## src/rtl/sa_autosa_csb_reg_bridge_pkg.sv

```systemverilog
// ----------------------------------------------------------------------------
// sa_autosa_csb_pkg
// Shared definitions for the AUTOSA CSB-to-register bridge:
//   - bit positions of the fields inside the CSB request packet
//     {level[1:0], wrbe, srcpriv, nposted, write, wdat, addr}
//     (addr in the LSBs), computed from ADDR_W / DATA_W / BE_W
//   - response type IDs carried in the is_write bit
//   - the bridge FSM state type
// No ports (package).
// ----------------------------------------------------------------------------
package sa_autosa_csb_pkg;

  localparam int REQ_ADDR_LSB = 0;

  function automatic int req_wdat_lsb(input int addr_w);
    return addr_w;
  endfunction

  function automatic int req_write_bit(input int addr_w, input int data_w);
    return addr_w + data_w;
  endfunction

  function automatic int req_nposted_bit(input int addr_w, input int data_w);
    return addr_w + data_w + 1;
  endfunction

  function automatic int req_srcpriv_bit(input int addr_w, input int data_w);
    return addr_w + data_w + 2;
  endfunction

  function automatic int req_wrbe_lsb(input int addr_w, input int data_w);
    return addr_w + data_w + 3;
  endfunction

  function automatic int req_level_lsb(input int addr_w, input int data_w, input int be_w);
    return addr_w + data_w + 3 + be_w;
  endfunction

  function automatic int req_pd_w(input int addr_w, input int data_w, input int be_w);
    return addr_w + data_w + be_w + 5;
  endfunction

  function automatic int resp_pd_w(input int data_w);
    return data_w + 2;
  endfunction

  localparam logic RESP_RD = 1'b0;
  localparam logic RESP_WR = 1'b1;

  typedef enum logic [1:0] {
    IDLE    = 2'd0,
    ISSUE   = 2'd1,
    RD_WAIT = 2'd2,
    RESP    = 2'd3
  } csb_state_e;

endpackage

```

## src/rtl/sa_autosa_csb_reg_bridge_if.sv

```systemverilog
// ----------------------------------------------------------------------------
// sa_autosa_csb_reg_bridge_if
// CSB request/response channel between the fabric and the bridge.
//   csb2reg_req_pd/pvld/prdy       : request packet with valid/ready
//   reg2csb_resp_pd/valid/prdy     : response packet {is_write, error, rdat}
// Modports:
//   master : fabric side (drives requests, accepts responses)
//   slave  : bridge side (accepts requests, drives responses)
// ----------------------------------------------------------------------------
interface sa_autosa_csb_reg_bridge_if
  import sa_autosa_csb_pkg::*;
#(
  parameter int ADDR_W = 22,
  parameter int DATA_W = 32,
  parameter int BE_W   = DATA_W / 8
);

  localparam int REQ_W  = req_pd_w(ADDR_W, DATA_W, BE_W);
  localparam int RESP_W = resp_pd_w(DATA_W);

  logic [REQ_W-1:0]  csb2reg_req_pd;
  logic              csb2reg_req_pvld;
  logic              csb2reg_req_prdy;
  logic [RESP_W-1:0] reg2csb_resp_pd;
  logic              reg2csb_resp_valid;
  logic              reg2csb_resp_prdy;

  modport master (
    output csb2reg_req_pd,
    output csb2reg_req_pvld,
    input  csb2reg_req_prdy,
    input  reg2csb_resp_pd,
    input  reg2csb_resp_valid,
    output reg2csb_resp_prdy
  );

  modport slave (
    input  csb2reg_req_pd,
    input  csb2reg_req_pvld,
    output csb2reg_req_prdy,
    output reg2csb_resp_pd,
    output reg2csb_resp_valid,
    input  reg2csb_resp_prdy
  );

endinterface

```

## src/rtl/sa_autosa_csb_req_fifo.sv

```systemverilog
// ----------------------------------------------------------------------------
// sa_autosa_csb_req_fifo
// Synchronous request FIFO with simultaneous push/pop.
// Ports:
//   clk, rst    : clock, synchronous active-high reset
//   push, push_data : write side (ignored when not ready)
//   ready       : registered "not full"; low during reset and the cycle after
//   pop, pop_data   : read side, pop_data is the current head (show-ahead)
//   empty       : no entries stored
// ----------------------------------------------------------------------------
module sa_autosa_csb_req_fifo #(
  parameter int WIDTH = 8,
  parameter int DEPTH = 2
) (
  input  logic             clk,
  input  logic             rst,
  input  logic             push,
  input  logic [WIDTH-1:0] push_data,
  output logic             ready,
  input  logic             pop,
  output logic [WIDTH-1:0] pop_data,
  output logic             empty
);

  localparam int PTR_W = $clog2(DEPTH);
  localparam logic [PTR_W:0] FULL_CNT = (PTR_W + 1)'(DEPTH);

  logic [WIDTH-1:0] mem [DEPTH];
  logic [PTR_W-1:0] wr_ptr;
  logic [PTR_W-1:0] rd_ptr;
  logic [PTR_W:0]   count;
  logic [PTR_W:0]   count_next;
  logic             ready_q;
  logic             do_push;
  logic             do_pop;

  assign do_push  = push && ready_q;
  assign do_pop   = pop && (count != '0);
  assign empty    = (count == '0);
  assign ready    = ready_q;
  assign pop_data = mem[rd_ptr];

  always_comb begin
    count_next = count;
    if (do_push && !do_pop) begin
      count_next = count + 1'b1;
    end else if (!do_push && do_pop) begin
      count_next = count - 1'b1;
    end
  end

  // Ready is registered from the next occupancy so the request side never
  // sees a combinational path from the pop.
  always_ff @(posedge clk) begin
    if (rst) begin
      wr_ptr  <= '0;
      rd_ptr  <= '0;
      count   <= '0;
      ready_q <= 1'b0;
    end else begin
      if (do_push) wr_ptr <= wr_ptr + 1'b1;
      if (do_pop)  rd_ptr <= rd_ptr + 1'b1;
      count   <= count_next;
      ready_q <= (count_next != FULL_CNT);
    end
  end

  always_ff @(posedge clk) begin
    if (do_push) mem[wr_ptr] <= push_data;
  end

endmodule

```

## src/rtl/sa_autosa_csb_reg_bridge.sv

```systemverilog
// ----------------------------------------------------------------------------
// sa_autosa_csb_reg_bridge
// CSB slave to generic register-port bridge. Requests are queued in a small
// FIFO, issued one at a time to the register port, range-checked against
// NUM_REGS, and answered with {is_write, error, rdat} responses for reads
// and non-posted writes.
// Ports:
//   autosa_core_clk, autosa_core_rst : clock, synchronous active-high reset
//   csb          : CSB request/response channel (slave modport)
//   reg_offset   : byte offset {addr, 2'b0} of the current request
//   reg_wr_en / reg_wr_data / reg_wr_be : one-cycle write strobe + payload
//   reg_rd_en    : one-cycle read strobe
//   reg_rd_data  : read data, valid RD_LAT cycles after reg_rd_en
// Optional build macro: SA_AUTOSA_CSB_PRIV_CHECK_EN (suppress in-range
// writes with srcpriv = 0 and flag them as errors).
// ----------------------------------------------------------------------------
module sa_autosa_csb_reg_bridge
  import sa_autosa_csb_pkg::*;
#(
  parameter int ADDR_W    = 22,
  parameter int DATA_W    = 32,
  parameter int BE_W      = DATA_W / 8,
  parameter int NUM_REGS  = 64,
  parameter int RD_LAT    = 1,
  parameter int REQ_DEPTH = 2
) (
  input  logic                autosa_core_clk,
  input  logic                autosa_core_rst,
  sa_autosa_csb_reg_bridge_if.slave csb,
  output logic [ADDR_W+1:0]   reg_offset,
  output logic                reg_wr_en,
  output logic [DATA_W-1:0]   reg_wr_data,
  output logic [BE_W-1:0]     reg_wr_be,
  output logic                reg_rd_en,
  input  logic [DATA_W-1:0]   reg_rd_data
);

  localparam int REQ_W       = req_pd_w(ADDR_W, DATA_W, BE_W);
  localparam int WDAT_LSB    = req_wdat_lsb(ADDR_W);
  localparam int WRITE_BIT   = req_write_bit(ADDR_W, DATA_W);
  localparam int NPOSTED_BIT = req_nposted_bit(ADDR_W, DATA_W);
  localparam int SRCPRIV_BIT = req_srcpriv_bit(ADDR_W, DATA_W);
  localparam int WRBE_LSB    = req_wrbe_lsb(ADDR_W, DATA_W);
  localparam int LEVEL_LSB   = req_level_lsb(ADDR_W, DATA_W, BE_W);

  localparam logic [ADDR_W:0] NUM_REGS_LIM = (ADDR_W + 1)'(NUM_REGS);
  localparam logic [2:0]      RD_LAT_M1    = (RD_LAT > 0) ? 3'(RD_LAT - 1) : 3'd0;

  csb_state_e        state;
  csb_state_e        state_nxt;

  logic              fifo_push;
  logic              fifo_pop;
  logic              fifo_empty;
  logic              fifo_ready;
  logic [REQ_W-1:0]  head_pd;

  logic [ADDR_W-1:0] cur_addr;
  logic [DATA_W-1:0] cur_wdat;
  logic [BE_W-1:0]   cur_be;
  logic              cur_write;
  logic              cur_nposted;
  logic              cur_srcpriv;

  logic [2:0]        rd_cnt;
  logic              in_range;
  logic              wr_allowed;
  logic              resp_load;
  logic              resp_err_nxt;
  logic              rd_capture;

  logic              resp_is_write;
  logic              resp_err;
  logic [DATA_W-1:0] resp_rdat;

  logic              unused_req_bits;

  sa_autosa_csb_req_fifo #(
    .WIDTH (REQ_W),
    .DEPTH (REQ_DEPTH)
  ) u_req_fifo (
    .clk       (autosa_core_clk),
    .rst       (autosa_core_rst),
    .push      (fifo_push),
    .push_data (csb.csb2reg_req_pd),
    .ready     (fifo_ready),
    .pop       (fifo_pop),
    .pop_data  (head_pd),
    .empty     (fifo_empty)
  );

  assign fifo_push             = csb.csb2reg_req_pvld && fifo_ready;
  assign csb.csb2reg_req_prdy  = fifo_ready;
  assign csb.reg2csb_resp_pd   = {resp_is_write, resp_err, resp_rdat};
  assign csb.reg2csb_resp_valid = (state == RESP);

  assign in_range    = ({1'b0, cur_addr} < NUM_REGS_LIM);
  assign reg_offset  = {cur_addr, 2'b00};
  assign reg_wr_data = cur_wdat;

  // Privilege gating only exists when the check is built in; otherwise the
  // latched srcpriv bit is carried but has no effect.
`ifdef SA_AUTOSA_CSB_PRIV_CHECK_EN
  assign wr_allowed      = cur_srcpriv;
  assign unused_req_bits = ^head_pd[LEVEL_LSB +: 2];
`else
  assign wr_allowed      = 1'b1;
  assign unused_req_bits = ^{head_pd[LEVEL_LSB +: 2], cur_srcpriv};
`endif

  // State register.
  always_ff @(posedge autosa_core_clk) begin
    if (autosa_core_rst) begin
      state <= IDLE;
    end else begin
      state <= state_nxt;
    end
  end

  // Next state and register-port strobes. Posted writes (in range or not)
  // return to IDLE without a response; everything else goes through RESP.
  always_comb begin
    state_nxt    = state;
    fifo_pop     = 1'b0;
    reg_wr_en    = 1'b0;
    reg_wr_be    = '0;
    reg_rd_en    = 1'b0;
    resp_load    = 1'b0;
    resp_err_nxt = 1'b0;
    rd_capture   = 1'b0;
    case (state)
      IDLE: begin
        if (!fifo_empty) begin
          fifo_pop  = 1'b1;
          state_nxt = ISSUE;
        end
      end
      ISSUE: begin
        resp_load = 1'b1;
        if (!in_range) begin
          resp_err_nxt = 1'b1;
          state_nxt    = (cur_write && !cur_nposted) ? IDLE : RESP;
        end else if (cur_write) begin
          reg_wr_en    = wr_allowed;
          reg_wr_be    = wr_allowed ? cur_be : '0;
          resp_err_nxt = !wr_allowed;
          state_nxt    = cur_nposted ? RESP : IDLE;
        end else begin
          reg_rd_en = 1'b1;
          if (RD_LAT == 0) begin
            rd_capture = 1'b1;
            state_nxt  = RESP;
          end else begin
            state_nxt = RD_WAIT;
          end
        end
      end
      RD_WAIT: begin
        if (rd_cnt == 3'd0) begin
          rd_capture = 1'b1;
          state_nxt  = RESP;
        end
      end
      RESP: begin
        if (csb.reg2csb_resp_prdy) begin
          state_nxt = IDLE;
        end
      end
      default: state_nxt = IDLE;
    endcase
  end

  // Request latch, read-latency counter and response register. When read
  // data is captured in the same cycle as the response header is loaded
  // (RD_LAT = 0), the later capture assignment wins over the zero default.
  always_ff @(posedge autosa_core_clk) begin
    if (autosa_core_rst) begin
      cur_addr      <= '0;
      cur_wdat      <= '0;
      cur_be        <= '0;
      cur_write     <= 1'b0;
      cur_nposted   <= 1'b0;
      cur_srcpriv   <= 1'b0;
      rd_cnt        <= 3'd0;
      resp_is_write <= RESP_RD;
      resp_err      <= 1'b0;
      resp_rdat     <= '0;
    end else begin
      if (fifo_pop) begin
        cur_addr    <= head_pd[REQ_ADDR_LSB +: ADDR_W];
        cur_wdat    <= head_pd[WDAT_LSB +: DATA_W];
        cur_be      <= head_pd[WRBE_LSB +: BE_W];
        cur_write   <= head_pd[WRITE_BIT];
        cur_nposted <= head_pd[NPOSTED_BIT];
        cur_srcpriv <= head_pd[SRCPRIV_BIT];
      end
      if (state == ISSUE) begin
        rd_cnt <= RD_LAT_M1;
      end else if ((state == RD_WAIT) && (rd_cnt != 3'd0)) begin
        rd_cnt <= rd_cnt - 1'b1;
      end
      if (resp_load) begin
        resp_is_write <= cur_write ? RESP_WR : RESP_RD;
        resp_err      <= resp_err_nxt;
        resp_rdat     <= '0;
      end
      if (rd_capture) begin
        resp_rdat <= reg_rd_data;
      end
    end
  end

endmodule

```

## src/flat_wrapper.sv

```systemverilog
// flat-port wrapper written by rule: the top's interface ports become plain ports
module sa_autosa_csb_reg_bridge_flat import sa_autosa_csb_pkg::*;
#(
  parameter int ADDR_W    = 22,
  parameter int DATA_W    = 32,
  parameter int BE_W      = DATA_W / 8,
  parameter int NUM_REGS  = 64,
  parameter int RD_LAT    = 1,
  parameter int REQ_DEPTH = 2
)
  (autosa_core_clk, autosa_core_rst, reg_offset, reg_wr_en, reg_wr_data, reg_wr_be, reg_rd_en, reg_rd_data, csb_csb2reg_req_pd, csb_csb2reg_req_pvld, csb_csb2reg_req_prdy, csb_reg2csb_resp_pd, csb_reg2csb_resp_valid, csb_reg2csb_resp_prdy);
  sa_autosa_csb_reg_bridge_if #(.ADDR_W(ADDR_W), .DATA_W(DATA_W), .BE_W(BE_W)) csb_i ();
  input  logic autosa_core_clk;
  input  logic autosa_core_rst;
  output logic [ADDR_W+1:0] reg_offset;
  output logic reg_wr_en;
  output logic [DATA_W-1:0] reg_wr_data;
  output logic [BE_W-1:0] reg_wr_be;
  output logic reg_rd_en;
  input  logic [DATA_W-1:0] reg_rd_data;
  input wire logic [$bits(csb_i.csb2reg_req_pd)-1:0] csb_csb2reg_req_pd;
  input wire logic [$bits(csb_i.csb2reg_req_pvld)-1:0] csb_csb2reg_req_pvld;
  output wire logic [$bits(csb_i.csb2reg_req_prdy)-1:0] csb_csb2reg_req_prdy;
  output wire logic [$bits(csb_i.reg2csb_resp_pd)-1:0] csb_reg2csb_resp_pd;
  output wire logic [$bits(csb_i.reg2csb_resp_valid)-1:0] csb_reg2csb_resp_valid;
  input wire logic [$bits(csb_i.reg2csb_resp_prdy)-1:0] csb_reg2csb_resp_prdy;
  assign csb_i.csb2reg_req_pd = csb_csb2reg_req_pd;
  assign csb_i.csb2reg_req_pvld = csb_csb2reg_req_pvld;
  assign csb_csb2reg_req_prdy = csb_i.csb2reg_req_prdy;
  assign csb_reg2csb_resp_pd = csb_i.reg2csb_resp_pd;
  assign csb_reg2csb_resp_valid = csb_i.reg2csb_resp_valid;
  assign csb_i.reg2csb_resp_prdy = csb_reg2csb_resp_prdy;
  sa_autosa_csb_reg_bridge #(.ADDR_W(ADDR_W), .DATA_W(DATA_W), .BE_W(BE_W), .NUM_REGS(NUM_REGS), .RD_LAT(RD_LAT), .REQ_DEPTH(REQ_DEPTH)) u_core (.autosa_core_clk(autosa_core_clk), .autosa_core_rst(autosa_core_rst), .csb(csb_i), .reg_offset(reg_offset), .reg_wr_en(reg_wr_en), .reg_wr_data(reg_wr_data), .reg_wr_be(reg_wr_be), .reg_rd_en(reg_rd_en), .reg_rd_data(reg_rd_data));
endmodule
```

## config.mk

```make
export PLATFORM = sky130hd
export DESIGN_NAME = sa_autosa_csb_reg_bridge_flat
export DESIGN_NICKNAME = d
export VERILOG_FILES = /design/src/rtl/sa_autosa_csb_reg_bridge_pkg.sv /design/src/rtl/sa_autosa_csb_reg_bridge_if.sv /design/src/rtl/sa_autosa_csb_req_fifo.sv /design/src/rtl/sa_autosa_csb_reg_bridge.sv /design/src/flat_wrapper.sv
export SDC_FILE = /design/constraint.sdc
export NUM_CORES = 1
export LEC_CHECK = 0
export CAP_MARGIN = 30
export CORE_UTILIZATION = 28
export CTS_BUF_LIST = sky130_fd_sc_hd__clkbuf_8
export DETAILED_ROUTE_END_ITERATION = 16
export PLACE_DENSITY = 0.62
export SLEW_MARGIN = 20
export SYNTH_ARGS = -nofsm -noshare
export SYNTH_HDL_FRONTEND = slang
export SYNTH_SLANG_ARGS = --single-unit
```

## constraint.sdc

```tcl
create_clock -name autosa_core_clk -period 3.9 [get_ports autosa_core_clk]
set_input_delay 0.39 -clock autosa_core_clk [delete_from_list [all_inputs] [get_ports autosa_core_clk]]
set_output_delay 0.39 -clock autosa_core_clk [all_outputs]
set_load 0.1 [all_outputs]
```

==> flow_metrics.env, run 1 <==
export IMPL_min_path_cells=2
export IMPL_vias_per_cell=4.330
export IMPL_post_route_period_util_pct=75.60
export IMPL_async_reset_ff_share_pct=0
export IMPL_grt_pass1_wl_um=27920
export IMPL_postCtsSetupBuffers=0
export IMPL_fin_setup_tns_ns=0
export IMPL_rsz0062_at_grt="false"
export IMPL_finalNetCount=926
export IMPL_hold_path_class="in -> reg"
export IMPL_postCtsHoldBufs=0
export IMPL_ant_nets=0
export IMPL_gp_congestion=0.6794
export IMPL_clock_root_buffer="clkbuf_8"
export IMPL_grt_max_degree=66
export IMPL_start_util_pct=28.42
export IMPL_final_setup_skew_ns=0.03233
export IMPL_critPathMaxStageDelay_ns=1.15
export IMPL_placedInstanceArea_sq_um=10530
export IMPL_yosysWarnings=0
export IMPL_critPathKind="reg -> out"
export IMPL_crit_fanout=16
export IMPL_track_usage_pct=12.25
export IMPL_slowest_stage="clkdlybuf4s50_1"
export IMPL_critPathTopFamily="buffers and inverters"
export IMPL_antenna_found_initial=1
export IMPL_period_needed_ns=2.948
export IMPL_syn_avg_cell_area_sq_um=13.00
export IMPL_hold_viol_final=0
export IMPL_yosys_top_cells_area="edfxtp_1 (44%), dfxtp_1 (26%), mux2i_1 (7.8%), a211oi_1 (5.5%), nor2_1 (3.2%)"
export IMPL_hold_ws_ns=0.3687
export IMPL_fmax_ghz=0.3392
export IMPL_drive_gt1_share_pct=9.591
export IMPL_synth_seq_cells=224
export IMPL_fp_row_count=62
export IMPL_fp_dieH_um=172.5
export IMPL_clk_pin_slew_ns=0.06
export IMPL_clock_sinks=224
export IMPL_h_tree_depth=2
export IMPL_irDropWorstVdd_uv=582.3
export IMPL_wl_per_cell_um=14.89
export IMPL_fin_area_sq_um=11330
export IMPL_io_buffers=191
export IMPL_cp_depth=2
export IMPL_required_ns=3.51
export IMPL_drtIter0Drc=176
export IMPL_synth_cells=626
export IMPL_crit_start="u_core.state[0]$_SDFFE_PP0P_"
export IMPL_cts_resized=0
export IMPL_r2r_setup_slack_ns=1.74
export IMPL_die_area_sq_um=29740
export IMPL_vias=5369
export IMPL_drv_cap=0
export IMPL_final_fill_count=2708
export IMPL_cts_buffers=40
export IMPL_synth_distinct_cells=38
export IMPL_worst_slew_pin_slew_ns=1.037
export IMPL_pin_count=197
export IMPL_grt_pass1_vias=5221
export IMPL_maxSlewHeadroom_pct=30.64
export IMPL_synthDominantCellAreaShare_pct=44.29
export IMPL_total_power_mw=10.55
export IMPL_path_cells="and2_1 > clkdlybuf4s50_1"
export IMPL_setup_viol=0
export IMPL_clockBufferDepth=3
export IMPL_overflow=0
export IMPL_synth_flop_cell="edfxtp_1"
export IMPL_endpoint_kind="output pin"
export IMPL_seq_area_frac_synth_pct=69.88
export IMPL_synth_area_sq_um=8137
export IMPL_insertion_delay_ns=0.53
export IMPL_place_hpwl_um=11130
export IMPL_dr_pass1_iters=4
export IMPL_status="finished, final reports clean"
export IMPL_rr_endpoint="u_core.reg_wr_data[16]$_SDFFE_PP0P_"
export IMPL_p_leak_nw=3.817
export IMPL_area_growth_pct=39.24
export IMPL_synth_area_leader_cell="edfxtp_1"
export IMPL_drc=0
export IMPL_die_x_um=172.5
export IMPL_critPathBufInv=1
export IMPL_synth_common_cells="edfxtp_1 (120), dfxtp_1 (104), nor2_1 (70)"
export IMPL_synth_most_common_cell="edfxtp_1"
export IMPL_r2r_cells=4
export IMPL_arrival_ns=2.56
export IMPL_regToRegStartpoint="u_core.state[0]$_SDFFE_PP0P_"
export IMPL_crit_path_end="csb_reg2csb_resp_valid"
export IMPL_powerDensity_nw_per_um2=931.0
export IMPL_worstSetupStartpointType="flip-flop"
export IMPL_coreArea_sq_um=28630
export IMPL_maxSlewViolCount=0
export IMPL_wl_um=18460
export IMPL_cts_tree="built"
export IMPL_synth_edf_count=120
[cells by family after synthesis]
family / Yosys count / synth area share, %
flip-flops: 224 / 69.88
AND/OR/NAND/NOR: 171 / 9.642
AO/OA/AOI/OAI: 105 / 8.458
multiplexers: 64 / 7.889
buffers and inverters: 55 / 3.306
adder cells (fa/ha/maj): 3 / 0.4614
XOR/XNOR: 3 / 0.3230
other: 1 / 0.04609
[worst min path at each step]
| stage | end | from | slack [ns] |
|---|---|---|---|
| 2_1_floorplan | u_core.u_req_fifo.count[1]$_SDFF_PP0_ | u_core.u_req_fifo.count[1]$_SDFF_PP0_ | 0.45 |
| 3_3_place_gp | u_core.u_req_fifo.count[1]$_SDFF_PP0_ | u_core.u_req_fifo.count[1]$_SDFF_PP0_ | 0.45 |
| 3_5_place_dp | u_core.resp_rdat[3]$_SDFFE_PP0P_ | u_core.resp_rdat[3]$_SDFFE_PP0P_ | 0.46 |
| 4_1_cts | flip-flop | autosa_core_rst | 0.33 |
| 5_1_grt | u_core.u_req_fifo.wr_ptr$_SDFFE_PP0P_ | autosa_core_rst | 0.35 |
| 6_report | u_core.u_req_fifo.wr_ptr$_SDFFE_PP0P_ | autosa_core_rst | 0.37 |
[placed cells by master (no fill, tap or decap), drive strengths merged]
master / instances
a2111oi: 1
a211oi: 60
a21oi: 39
a22oi: 1
a311oi: 1
and2: 4
and3: 6
buf: 21
bufinv: 1
clkbuf: 46
clkdlybuf4s50: 184
clkinv: 8
clkinvlp: 1
conb: 2
dfxtp: 104
diode: 1
edfxtp: 120
ha: 3
inv: 22
mux2: 1
mux2i: 63
nand2: 38
nand2b: 2
nand3: 33
nand3b: 2
nand4: 1
nor2: 70
nor2b: 2
nor3: 4
nor3b: 1
nor4: 5
nor4b: 2
o21ai: 2
o31ai: 1
or4: 1
xnor2: 1
xor2: 2
[stage by stage]
stage          utilization (%)  setup WS, ns  std cells
3_5_place_dp             36.77         1.418       1165
5_1_grt                  39.57        0.7642       1239
2_1_floorplan                -        0.4860        627
6_report                 39.58        0.9518       1240
4_1_cts                  39.50        0.8389       1238
3_3_place_gp             36.41         1.385       1159
[layer usage]
layer | track usage, % | vias to the layer above | wire length, um
met5 | 0 | - | 0
met4 | 4.540 | 0 | 398
met3 | 4.509 | 31 | 1613
met2 | 20.44 | 167 | 8474
met1 | 14.31 | 2475 | 7974
li1 | - | 2696 | -
[power breakdown]
group / internal, mW / switching, mW / total (mW)
clock network: 1.15 / 0.948 / 2.10
registers: 3.03 / 0.416 / 3.44
logic: 1.33 / 3.68 / 5.01
[worst register-to-register path: cells and delay by family (launching register included)]
kind / cells / cell delay, ns
DFF: 1 / 0.48
and+or+nand+nor: 2 / 0.70
buffers and inverters: 1 / 0.66
AOI/OAI and AO/OA: 1 / 0.24
[final cells by class]
| class | instances | area (sq um) | area share, % |
|---|---|---|---|
| antenna | 1 | 2.502 | 0.02209 |
| clock buffer | 46 | 633.1 | 5.588 |
| clock inverter | 27 | 148.9 | 1.314 |
| inverter | 5 | 18.77 | 0.1657 |
| multi-input combinational | 348 | 2211 | 19.51 |
| sequential | 224 | 5689 | 50.22 |
| tap | 384 | 480.5 | 4.241 |
| timing repair buffer | 205 | 2146 | 18.94 |
[sequential cells by signal, summed over array words and instances, names as in the netlist, named ones only]
name                      cells
u_core.u_req_fifo.count       2
u_core.cur_be                 4
u_core.cur_nposted            1
u_core.reg_wr_data           32
u_core.u_req_fifo.rd_ptr      1
u_core.u_req_fifo.mem       120
u_core.u_req_fifo.wr_ptr      1
u_core.resp_is_write          1
u_core.u_req_fifo.ready       1
u_core.cur_write              1
u_core.resp_err               1
u_core.cur_addr              22
u_core.state                  1
u_core.resp_rdat             32
u_core.rd_cnt                 3
No activity file was read; power rests on OpenSTA's default activity.
==> run 2, diff against run 1 <==
--- a/config.mk
+++ b/config.mk
@@ -9,7 +9,7 @@
 export CORE_UTILIZATION = 28
 export CTS_BUF_LIST = sky130_fd_sc_hd__clkbuf_8
 export DETAILED_ROUTE_END_ITERATION = 16
-export PLACE_DENSITY = 0.62
+export PLACE_DENSITY = 0.64
 export SLEW_MARGIN = 20
 export SYNTH_ARGS = -nofsm -noshare
 export SYNTH_HDL_FRONTEND = slang
==> constraint.sdc (replaced) <==
create_clock -name autosa_core_clk -period 2.55 [get_ports autosa_core_clk]
set_input_delay 0.255 -clock autosa_core_clk [delete_from_list [all_inputs] [get_ports autosa_core_clk]]
set_output_delay 0.255 -clock autosa_core_clk [all_outputs]
set_load 0.1 [all_outputs]
==> run 2 against run 1 <==
Global-route usage about the same. Register-to-register slack worse by 0.90 ns. Clock skew down 0.0069 ns. Sequential cell count unchanged. Via count increased by 2.4%. Die area unchanged. Utilization down 0.34 points. First-iteration DRC count is 15% lower. Cell count is 0.56% higher. Critical endpoint is now reg_wr_be[3]. Highest routed layer is now met5.
==> flow_metrics.env, run 2 (synthesis gave the netlist of run 1 again) <==
export IMPL_setup_viol=0
export IMPL_multi_input_area_sq_um=2252
export IMPL_r2r_setup_slack_ns=0.84
export IMPL_io_buffers=191
export IMPL_dp_slack_ns=0.4657
export IMPL_period_needed_ns=2.445
export IMPL_maxSlewViolCount=0
export IMPL_track_usage_pct=12.29
export IMPL_cts_tree="built"
export IMPL_fp_row_count=62
export IMPL_hold_start="autosa_core_rst"
export IMPL_final_common_cell="edfxtp_1"
export IMPL_rsz0062_at_grt="false"
export IMPL_fp_dieH_um=172.5
export IMPL_final_fill_count=2735
export IMPL_coreArea_sq_um=28630
export IMPL_finalWorstSetupSlack_ns=0.1045
export IMPL_layout_common_cells="edfxtp_1 (120), buf_4 (106), dfxtp_1 (102)"
export IMPL_fin_setup_tns_ns=0
export IMPL_vias=5497
export IMPL_insertion_delay_ns=0.54
export IMPL_start_util_pct=28.42
export IMPL_r2r_cells=4
export IMPL_critPathKind="reg -> out"
export IMPL_post_route_period_util_pct=95.90
export IMPL_cts_buffers=41
export IMPL_fin_area_sq_um=11230
export IMPL_fmax_ghz=0.4089
export IMPL_clockBufferDepth=3
export IMPL_h_tree_depth=2
export IMPL_hold_viol_final=0
export IMPL_rr_endpoint="u_core.resp_rdat[5]$_SDFFE_PP0P_"
export IMPL_grt_pass1_vias=5209
export IMPL_dr_pass1_iters=4
export IMPL_grt_max_degree=70
export IMPL_postCtsHoldBufs=0
export IMPL_wl_per_cell_um=14.88
export IMPL_pin_count=197
export IMPL_place_hpwl_um=11800
export IMPL_placedInstanceArea_sq_um=10360
export IMPL_clock_root_buffer="clkbuf_8"
export IMPL_drive_gt1_share_pct=21.78
export IMPL_status="finished, final reports clean"
export IMPL_die_area_sq_um=29740
export IMPL_die_x_um=172.5
export IMPL_area_growth_pct=38.06
export IMPL_regArea_sq_um=5690
export IMPL_largest_register_ffs=120
export IMPL_hold_path_class="in -> reg"
export IMPL_drc=0
export IMPL_hold_ws_ns=0.1826
export IMPL_crit_fanout=5
export IMPL_overflow=0
export IMPL_drv_cap=0
export IMPL_wl_um=18550
export IMPL_antenna_found_initial=1
export IMPL_finalNetCount=933
export IMPL_required_ns=2.30
export IMPL_endpoint_kind="output pin"
export IMPL_ant_nets=0
export IMPL_min_path_cells=2
export IMPL_final_setup_skew_ns=0.02543
export IMPL_top_register="u_core.u_req_fifo.mem"
export IMPL_antenna_cells=0
export IMPL_gp_congestion=0.7085
export IMPL_clock_sinks=224
export IMPL_grt_pass1_wl_um=27860
export IMPL_worstSetupStartpointType="flip-flop"
export IMPL_vias_per_cell=4.408
export IMPL_clk_pin_slew_ns=0.05
export IMPL_drtIter0Drc=150
export IMPL_arrival_ns=2.19
run 2: cell count changes in the layout (fill, tap and decap cells not counted), moves of 2 or more:
cell	change
clkinv_2	-2
buf_12	+4
and3_2	+4
clkinvlp_4	+2
nor4_2	+2
clkinv_1	+2
clkdlybuf4s50_1	-90
nor4_1	-3
buf_6	-3
bufinv_16	+2
buf_4	+98
and3_1	-4
buf_16	-2
run 2: worst max-delay path by stage:
stage              endpoint  cells after the start                             start  slack (ns)
2_1_floorplan     reg_rd_en                      3  u_core.cur_addr[19]$_SDFFE_PP0P_       -0.12
3_3_place_gp   reg_wr_be[3]                      7  u_core.cur_addr[10]$_SDFFE_PP0P_        0.41
3_5_place_dp   reg_wr_be[3]                      7  u_core.cur_addr[10]$_SDFFE_PP0P_        0.47
4_1_cts        reg_wr_be[3]                      7  u_core.cur_addr[10]$_SDFFE_PP0P_       0.009
5_1_grt        reg_wr_be[0]                      5  u_core.cur_addr[13]$_SDFFE_PP0P_       0.008
6_report       reg_wr_be[3]                      5  u_core.cur_addr[13]$_SDFFE_PP0P_        0.10
run 2: worst max-delay path, cell delays in order, from the launching register on:
cell	delay, ns
dfxtp_1	0.33
or4_4	0.59
nor3_2	0.20
buf_4	0.17
and3_2	0.21
buf_12	0.18
run 2: final cells by class:
class	instances	share of cell area, %
Multi-Input combinational cell	348	20.05
Inverter	5	0.1671
Tap cell	384	4.277
Sequential cell	224	50.66
Clock buffer	46	5.636
Clock inverter	29	1.793
Timing Repair Buffer	211	17.42
run 2: through the flow:
step | instances | util (%)
2_1_floorplan | 627 | -
3_3_place_gp | 1171 | 36.21
3_5_place_dp | 1171 | 36.21
4_1_cts | 1247 | 39.19
5_1_grt | 1247 | 39.24
6_report | 1247 | 39.24
run 2: per-layer routing:
layer	wire, um	GRT usage [%]	up-vias	part of all wire, %
li1	-	-	2707	-
met1	7435	13.68	2583	40
met2	8967	20.86	162	48
met3	1569	4.395	43	8.5
met4	568	5.810	2	3.1
met5	13	0	-	0.070
run 2: what timing repair did:
| action | in CTS | in global routing |
|---|---|---|
| buffers inserted | 1 | 0 |
| setup endpoints to repair | 5 | 6 |
| pin swaps | 1 | 2 |
| gates resized for setup | 2 | 3 |
Power of run 2 is left out: the tool's default activity adds up to more than one toggle a clock period on the data nets, which glitch-free logic cannot reach.
==> run 3, diff against run 2 <==
--- a/config.mk
+++ b/config.mk
@@ -9,7 +9,9 @@
 export CORE_UTILIZATION = 28
 export CTS_BUF_LIST = sky130_fd_sc_hd__clkbuf_8
 export DETAILED_ROUTE_END_ITERATION = 16
-export PLACE_DENSITY = 0.64
+export DONT_BUFFER_PORTS = 1
+export MAX_ROUTING_LAYER = met4
+export PLACE_DENSITY = 0.55
 export SLEW_MARGIN = 20
 export SYNTH_ARGS = -nofsm -noshare
 export SYNTH_HDL_FRONTEND = slang
==> run 3 against run 2 <==
Maximum frequency is 1.3% higher. Sequential cell count stayed put. Wire length is 1.2% lower. Via count is 2.0% lower. Sequential share of layout area is 0.34 points higher. Utilization is 0.26 points lower. Global-route usage is 0.082 points higher. Non-clock buffer count is 6 lower. Worst setup slack better by 0.032 ns. Cell count is 0.72% lower. Critical path type unchanged. Largest cell class unchanged.
==> flow_metrics.env, run 3 (synthesis gave the netlist of run 1 again) <==
export IMPL_vias_per_cell=4.352
export IMPL_status="finished, final reports clean"
export IMPL_required_ns=2.30
export IMPL_clock_sinks=224
export IMPL_track_usage_pct=12.37
export IMPL_critPathKind="reg -> out"
export IMPL_drive_gt1_share_pct=21.24
export IMPL_gp_congestion=0.7195
export IMPL_drc=0
export IMPL_maxSlewHeadroom_pct=32.67
export IMPL_path_cells="or4_1 > nor3_4 > buf_6 > and3_2 > buf_12"
export IMPL_fp_row_count=62
export IMPL_maxSlewViolCount=0
export IMPL_coreArea_sq_um=28630
export IMPL_die_x_um=172.5
export IMPL_fin_setup_tns_ns=0
export IMPL_fmax_ghz=0.4143
export IMPL_hold_viol_final=0
export IMPL_wl_per_cell_um=14.81
export IMPL_largest_register_ffs=120
export IMPL_grt_pass1_vias=5190
export IMPL_critPathMaxStageDelay_ns=0.64
export IMPL_drv_cap=0
export IMPL_clk_pin_slew_ns=0.06
export IMPL_worst_slew_pin_slew_ns=1.009
export IMPL_start_util_pct=28.42
export IMPL_worstSetupStartpointType="flip-flop"
export IMPL_finalNetCount=926
export IMPL_die_area_sq_um=29740
export IMPL_wl_um=18330
export IMPL_layout_common_cells="edfxtp_1 (120), dfxtp_1 (102), buf_4 (99)"
export IMPL_rsz0062_at_grt="false"
export IMPL_overflow=0
export IMPL_endpoint_kind="output pin"
export IMPL_hold_path_class="in -> reg"
export IMPL_final_setup_skew_ns=0.01078
export IMPL_grt_max_degree=106
export IMPL_antenna_found_initial=2
export IMPL_top_register="u_core.u_req_fifo.mem"
export IMPL_cts_tree="built"
export IMPL_clockBufferDepth=3
export IMPL_ant_nets=0
export IMPL_fp_dieH_um=172.5
export IMPL_period_needed_ns=2.414
export IMPL_final_common_cell="edfxtp_1"
export IMPL_clock_root_buffer="clkbuf_8"
export IMPL_dr_pass1_iters=4
export IMPL_cts_buffers=40
export IMPL_arrival_ns=2.16
export IMPL_slowest_stage="or4_1"
export IMPL_io_buffers=0
export IMPL_insertion_delay_ns=0.51
export IMPL_pin_count=197
export IMPL_vias=5388
export IMPL_post_route_period_util_pct=94.65
export IMPL_drtIter0Drc=201
export IMPL_h_tree_depth=2
export IMPL_setup_viol=0
export IMPL_crit_fanout=5
export IMPL_place_hpwl_um=10900
export IMPL_area_growth_pct=37.14
export IMPL_grt_pass1_wl_um=27130
run 3: final timing paths:
kind              slack, ns                                     to                         startpoint  cells after the start
setup / recovery       0.14                           reg_wr_be[2]   u_core.cur_addr[13]$_SDFFE_PP0P_                      5
hold / removal         0.09  u_core.u_req_fifo.count[1]$_SDFF_PP0_               csb_csb2reg_req_pvld                      3
setup reg to reg       0.67      u_core.resp_rdat[26]$_SDFFE_PP0P_      u_core.rd_cnt[0]$_SDFFE_PP0P_                      7
hold reg to reg        0.47      u_core.resp_rdat[10]$_SDFFE_PP0P_  u_core.resp_rdat[10]$_SDFFE_PP0P_                      2
run 3: worst max-delay path: cells and delay by family (launching register included):
kind / cells / cell delay, ns
flip-flops: 1 / 0.31
AND/OR/NAND/NOR: 3 / 1.02
buffers and inverters: 2 / 0.31
run 3: what timing repair did:
item,CTS,global route
resized for setup,6,3
endpoints found under the setup margin,5,5
endpoints found under the hold margin,224,0
pin swaps,2,1
hold buffers,94,0
buffers inserted,1,0
run 3: final cells by class:
| type | instances | area [sq um] |
|---|---|---|
| multi-input combinational | 348 | 2272 |
| timing repair buffer | 205 | 1933 |
| antenna | 2 | 5.005 |
| clock buffer | 46 | 633.1 |
| clock inverter | 24 | 125.1 |
| tap | 384 | 480.5 |
| inverter | 5 | 18.77 |
| sequential | 224 | 5690 |
| fill | 2679 | 17470 |
run 3: through the flow:
step	cell area (sq um)	std cells	hold WS (ns)	utilization (%)	setup WS, ns
floorplan	8170	627	0.3539	-	-0.1159
global placement	9378	1071	0.3410	32.76	0.3011
detailed placement	9378	1071	0.3438	32.76	0.2411
CTS	11130	1236	0.04924	38.88	0.006597
global route	11160	1238	0.09161	38.98	0.02413
finish	11160	1238	0.08674	38.98	0.1364
run 3: layer usage:
layer  vias up  routed length (um)  global-route usage (%)
li1       2703                   -                       -
met1      2494                7510                   13.48
met2       156                8969                   20.90
met3        35                1402                   3.914
met4         0                 450                   4.963
met5         -                   0                       -
Power of run 3 is left out for the same reason.
